--- config.mk ---
export PLATFORM = sky130hd
export DESIGN_NAME = id_ex_stage_reg
export DESIGN_NICKNAME = d
export VERILOG_FILES = /design/src/rtl/id_ex_stage_reg.sv
export SDC_FILE = /design/constraint.sdc
export NUM_CORES = 1
export LEC_CHECK = 0
export CORE_AREA = 3 3 189 191
export DETAILED_ROUTE_END_ITERATION = 10
export DIE_AREA = 0 0 192 194
export PLACE_DENSITY = 0.58
export SYNTH_ARGS = -nofsm -noshare
export SYNTH_HDL_FRONTEND = slang
export SYNTH_SLANG_ARGS = --single-unit
export TNS_END_PERCENT = 10
--- constraint.sdc ---
create_clock -name clk -period 3.1 [get_ports clk]
set_input_delay 0.31 -clock clk [delete_from_list [all_inputs] [get_ports clk]]
set_output_delay 0.31 -clock clk [all_outputs]
set_load 0.1 [all_outputs]
--- src/rtl/id_ex_stage_reg.sv ---
// ID/EX pipeline register: registers decoder control and decode-stage operands for EX,
// turns load-use hazards into a one-cycle bubble and counts the bubbles it inserts.
module id_ex_stage_reg #(
  parameter int XLEN        = 32,
  parameter int COUNT_WIDTH = 16
) (
  input  logic                   clk,
  input  logic                   reset,

  input  logic                   flush,
  input  logic                   hold,

  input  logic                   idValid,
  input  logic [XLEN-1:0]        idPc,
  input  logic [4:0]             idRs1,
  input  logic [4:0]             idRs2,
  input  logic [4:0]             idRd,
  input  logic                   idUsesRs1,
  input  logic                   idUsesRs2,
  input  logic [XLEN-1:0]        idRs1Data,
  input  logic [XLEN-1:0]        idRs2Data,
  input  logic [XLEN-1:0]        idImm,
  input  logic [2:0]             idFunct3,
  input  logic                   idFunct7b5,
  input  logic                   idBranch,
  input  logic                   idMemRead,
  input  logic                   idMemToReg,
  input  logic                   idMemWrite,
  input  logic                   idAluSrc,
  input  logic                   idRegWrite,
  input  logic [1:0]             idAluOp,

  output logic                   exValid,
  output logic [XLEN-1:0]        exPc,
  output logic [XLEN-1:0]        exRs1Data,
  output logic [XLEN-1:0]        exRs2Data,
  output logic [XLEN-1:0]        exImm,
  output logic [4:0]             exRs1,
  output logic [4:0]             exRs2,
  output logic [4:0]             exRd,
  output logic [2:0]             exFunct3,
  output logic                   exFunct7b5,
  output logic                   exBranch,
  output logic                   exMemRead,
  output logic                   exMemToReg,
  output logic                   exMemWrite,
  output logic                   exAluSrc,
  output logic                   exRegWrite,
  output logic [1:0]             exAluOp,

  output logic                   loadUseStall,
  output logic [COUNT_WIDTH-1:0] bubbleCount
);

  // Stall handshake: loadUseStall is a combinational request valid in the same cycle
  // the hazard is visible; upstream must freeze PC and IF/ID while it is high. It is
  // not gated by hold, and flush suppresses it because the consumer is being killed.

  typedef struct packed {
    logic       branch;
    logic       mem_read;
    logic       mem_to_reg;
    logic       mem_write;
    logic       alu_src;
    logic       reg_write;
    logic [1:0] alu_op;
  } ctrl_t;

  localparam logic [COUNT_WIDTH-1:0] CNT_MAX = '1;
  localparam logic [COUNT_WIDTH-1:0] CNT_ONE = COUNT_WIDTH'(1);

  ctrl_t                  id_ctrl;

  logic                   valid_q,     valid_d;
  ctrl_t                  ctrl_q,      ctrl_d;
  logic [XLEN-1:0]        pc_q,        pc_d;
  logic [XLEN-1:0]        rs1_data_q,  rs1_data_d;
  logic [XLEN-1:0]        rs2_data_q,  rs2_data_d;
  logic [XLEN-1:0]        imm_q,       imm_d;
  logic [4:0]             rs1_q,       rs1_d;
  logic [4:0]             rs2_q,       rs2_d;
  logic [4:0]             rd_q,        rd_d;
  logic [2:0]             funct3_q,    funct3_d;
  logic                   funct7b5_q,  funct7b5_d;
  logic [COUNT_WIDTH-1:0] bubble_cnt_q, bubble_cnt_d;

  logic                   rs1_match;
  logic                   rs2_match;
  logic                   ex_is_load;
  logic                   hazard;

  assign id_ctrl = '{
    branch:     idBranch,
    mem_read:   idMemRead,
    mem_to_reg: idMemToReg,
    mem_write:  idMemWrite,
    alu_src:    idAluSrc,
    reg_write:  idRegWrite,
    alu_op:     idAluOp
  };

  // A load writing x0 never produces a value anyone waits for.
  assign ex_is_load = valid_q & ctrl_q.mem_read & (rd_q != 5'd0);
  assign rs1_match  = idUsesRs1 & (idRs1 == rd_q);
  assign rs2_match  = idUsesRs2 & (idRs2 == rd_q);
  assign hazard     = ex_is_load & idValid & (rs1_match | rs2_match);

  assign loadUseStall = hazard & ~flush;

  always_comb begin
    valid_d      = valid_q;
    ctrl_d       = ctrl_q;
    pc_d         = pc_q;
    rs1_data_d   = rs1_data_q;
    rs2_data_d   = rs2_data_q;
    imm_d        = imm_q;
    rs1_d        = rs1_q;
    rs2_d        = rs2_q;
    rd_d         = rd_q;
    funct3_d     = funct3_q;
    funct7b5_d   = funct7b5_q;
    bubble_cnt_d = bubble_cnt_q;

    if (!hold) begin
      if (flush) begin
        valid_d = 1'b0;
        ctrl_d  = '0;
      end else if (hazard) begin
        // Bubble only kills valid and control; payload fields keep their old values.
        valid_d = 1'b0;
        ctrl_d  = '0;
        if (bubble_cnt_q != CNT_MAX) begin
          bubble_cnt_d = bubble_cnt_q + CNT_ONE;
        end
      end else begin
        valid_d    = idValid;
        ctrl_d     = id_ctrl;
        pc_d       = idPc;
        rs1_data_d = idRs1Data;
        rs2_data_d = idRs2Data;
        imm_d      = idImm;
        rs1_d      = idRs1;
        rs2_d      = idRs2;
        rd_d       = idRd;
        funct3_d   = idFunct3;
        funct7b5_d = idFunct7b5;
      end
    end
  end

  always_ff @(posedge clk) begin
    if (reset) begin
      valid_q      <= 1'b0;
      ctrl_q       <= '0;
      pc_q         <= '0;
      rs1_data_q   <= '0;
      rs2_data_q   <= '0;
      imm_q        <= '0;
      rs1_q        <= '0;
      rs2_q        <= '0;
      rd_q         <= '0;
      funct3_q     <= '0;
      funct7b5_q   <= 1'b0;
      bubble_cnt_q <= '0;
    end else begin
      valid_q      <= valid_d;
      ctrl_q       <= ctrl_d;
      pc_q         <= pc_d;
      rs1_data_q   <= rs1_data_d;
      rs2_data_q   <= rs2_data_d;
      imm_q        <= imm_d;
      rs1_q        <= rs1_d;
      rs2_q        <= rs2_d;
      rd_q         <= rd_d;
      funct3_q     <= funct3_d;
      funct7b5_q   <= funct7b5_d;
      bubble_cnt_q <= bubble_cnt_d;
    end
  end

  assign exValid     = valid_q;
  assign exPc        = pc_q;
  assign exRs1Data   = rs1_data_q;
  assign exRs2Data   = rs2_data_q;
  assign exImm       = imm_q;
  assign exRs1       = rs1_q;
  assign exRs2       = rs2_q;
  assign exRd        = rd_q;
  assign exFunct3    = funct3_q;
  assign exFunct7b5  = funct7b5_q;
  assign exBranch    = ctrl_q.branch;
  assign exMemRead   = ctrl_q.mem_read;
  assign exMemToReg  = ctrl_q.mem_to_reg;
  assign exMemWrite  = ctrl_q.mem_write;
  assign exAluSrc    = ctrl_q.alu_src;
  assign exRegWrite  = ctrl_q.reg_write;
  assign exAluOp     = ctrl_q.alu_op;
  assign bubbleCount = bubble_cnt_q;

endmodule

==> results.txt <==
Core Rows -> 68
Slowest-stage cell, CP -> or4_4
CORE AREA -> 34300 sq um
Worst-path clk slew -> 0.07 ns
FMAX -> 0.362 GHz
Die H -> 194 um
worst path bufs/invs -> 2
Syn Inst Count -> 1166
Skew-Pair Late Insertion Delay -> 0.44 ns
Final min period -> 2.76 ns
simple-gate share of the synthesized area -> 0.290
vias in the first global route -> 9553
Iteration-0 DRC Markers -> 559
Max Root-Sink Buffers -> 2
Hold Path End -> bubbleCount[1]
Sink Count -> 172
nets -> 1569
Critical Path End Type -> primary output
Area Overhead vs Synth -> 40.5%
routed vias -> 10074
total wire length -> 35500 um
Rel. slew slack -> 0.322
fin crit share -> 0.891
register bit total from synthesis -> 172
largest family of logic cells by synthesized area -> simple AND/OR/NAND/NOR gates
Async SR Flop Fraction -> 0
hold-critical path depth -> 2
syn nets -> 1329
top_reg_cell synth -> dfxtp_1
Post-DP HPWL -> 23200 um
Tot Pwr -> 6.98 mW
Post-CTS Hold Fix Bufs -> 0
RSZ-0062 raised after global routing -> no
mux cell area share after synthesis -> 0.150
Max stage delay on crit path -> 0.58 ns
worst reg2reg path depth -> 6
Placer Congestion -> 0.754
outcome -> completed
Slew @ Worst Pin -> 1.01 ns
required time of the worst setup path -> 2.79 ns
post_cts resized -> 0
Max-Cap Viols -> 0
hold path startpoint -> reset
Synth cell types -> 40
Ports -> 335
Post-Syn Area -> 10200 sq um
yosys warns -> 0
leakage -> 5.68 nW
Setup TNS Final -> 0 ns
CTS tree -> done
post-synthesis sequential area ratio -> 0.338
initial antenna violation count -> 3
XOR/XNOR share of the synthesized area -> 0.00860
Slew Limit Fails -> 0
critical path peak fanout -> 40
WP data arrival -> 2.45 ns
reg2reg start -> exRd[4]
Die ar. -> 37200 sq um
Root Driver -> clkbuf_16
Final setup viols -> 0
class of the worst hold path -> input pin to register
vias per std cell -> 5.37
final hold viol count -> 0
first-pass GRT wire length -> 54700 um
P per Cell Area -> 488 nW/um^2
CP Launch Type -> register
DRC -> 0
largest net degree at the start of global routing -> 87
H-tree depth -> 4
clock buffer count from CTS -> 17
total global-route track usage -> 0.181
Synth Area in Compound Gates -> 0.155
mean post-synth cell area -> 8.73 sq um
dpl ws -> 0.382 ns
die width -> 192 um
Post-synth EDFFs -> 0
R2R Setup Slk -> 0.53 ns
share of cells above drive strength 1 -> 0.106
antenna-violating nets left -> 0
CP cell instances -> or4_4 > o21ai_4 > buf_4 > nor3_4 > buf_12
CP delay by family, top -> buffers and inverters
I/O Buffers -> 334
CP Class -> register to primary output
Peak VDD IR -> 369 uV
Overflow after GRT -> 0
clock skew -> 0.0115 ns
WL/cell -> 18.9 um
drt first pass iters -> 5
Setup Fix Bufs, Post-CTS -> 0
Initial Utilization -> 0.297
Reg2Reg Capture Point -> exRs1[3]
post-route setup slack -> 0.339 ns
adder-cell share of the synthesized area -> 0.00123
[kinds of logic (layout without fill, tap and decap cells)]
family,Yosys count,after routing
compound gates,181,181
flops,172,172
mux,151,151
simple gates,509,509
fa+ha+maj,1,1
other cells,0,2
buf+inv,142,395
xor+xnor,10,10
[layout make-up]
type,instances,area [sq um]
diodes,2,5.00
clock buffers,19,443
clock inverters,13,108
fillers,3371,20000
inverters,1,8.76
multi-input cells,852,6190
flip-flops and latches,172,3450
well taps,455,569
repair buffers,362,3530
[power by group]
part	internal, mW	total, mW	switching, mW
Clock	1.07	2.10	1.03
Combinational	0.656	2.36	1.70
Sequential	2.38	2.52	0.135
Total	4.11	6.98	2.87
[cells in the mapped netlist (4+ instances only)]
library cell	instances	share of area
buf_1	4	0.0015
mux2i_1	142	0.14
nor4_1	4	0.0025
o211ai_1	5	0.0037
nand3_1	13	0.0064
nand2_1	152	0.056
dfxtp_1	172	0.34
nor3b_1	147	0.11
clkbuf_1	101	0.037
xnor2_1	10	0.0086
or2_2	4	0.0025
a32oi_1	147	0.13
nor2_1	12	0.0044
buf_2	35	0.017
nor3_1	7	0.0034
nor2b_1	11	0.0068
mux2_2	9	0.010
nand4_1	7	0.0043
and3_1	143	0.088
a22o_1	9	0.0077
[cells in the final DEF (no fill, tap or decap), types with 2 or more instances in the layout]
master           synthesis  layout
nand3_1                 13      13
nor4_1                   4       4
or4_1                    3       3
nand2_1                152     152
diode_2                  0       2
clkdlybuf4s50_1          0     269
clkbuf_16                0      17
o41ai_1                  3       3
nor2_1                  12      12
o311ai_0                 3       3
mux2i_1                142     142
or2_2                    4       3
inv_6                    0       6
nor3_1                   7       6
clkinv_4                 0       2
nor3b_1                147     147
dfxtp_2                  0       5
xnor2_1                 10      10
nor2b_1                 11      11
mux2_2                   9       9
buf_4                    0      81
o31ai_1                  3       3
buf_12                   0      11
and3_1                 143     143
nand4_1                  7       7
clkinvlp_4               0       4
a22o_1                   9       9
o211ai_1                 5       5
dfxtp_1                172     167
a32oi_1                147     147
and4_1                   3       3
a21oi_1                  3       3
[worst max-delay path by stage]
stage          startpoint              end  slack, ns  cells after the start
3_5_place_dp     idRs1[4]  bubbleCount[15]       0.38                      7
3_3_place_gp     idRs1[4]  bubbleCount[15]       0.38                      7
2_1_floorplan   exMemRead     loadUseStall        0.1                      6
6_report          exRd[4]     loadUseStall       0.34                      5
5_1_grt           exRd[4]     loadUseStall       0.20                      5
4_1_cts           exRd[4]     loadUseStall       0.24                      5
[flip-flops by register name, indices dropped and copies added, names as in the netlist, 2 cells and up]
name / flops
bubbleCount: 16
exAluOp: 2
exFunct3: 3
exImm: 32
exPc: 32
exRd: 5
exRs1: 5
exRs1Data: 32
exRs2: 5
exRs2Data: 32
[metal layers]
layer | vias up | GRT usage | part of all wire
met5 | - | 0 | 0.00028
met4 | 2 | 0.0594 | 0.021
met3 | 37 | 0.0579 | 0.077
met2 | 270 | 0.280 | 0.46
met1 | 4848 | 0.239 | 0.44
li1 | 4917 | - | -
[through the flow]
step / hold slack (ns) / util / cells / cell area, sq um
6_report: 0.416 / 0.417 / 1876 / 14300
5_1_grt: 0.428 / 0.417 / 1876 / 14300
4_1_cts: 0.393 / 0.417 / 1874 / 14300
3_5_place_dp: 0.460 / 0.401 / 1842 / 13700
3_3_place_gp: 0.458 / 0.401 / 1842 / 13700
2_1_floorplan: 0.443 / - / 1166 / 10200
Power figures use the tool's default switching activity.
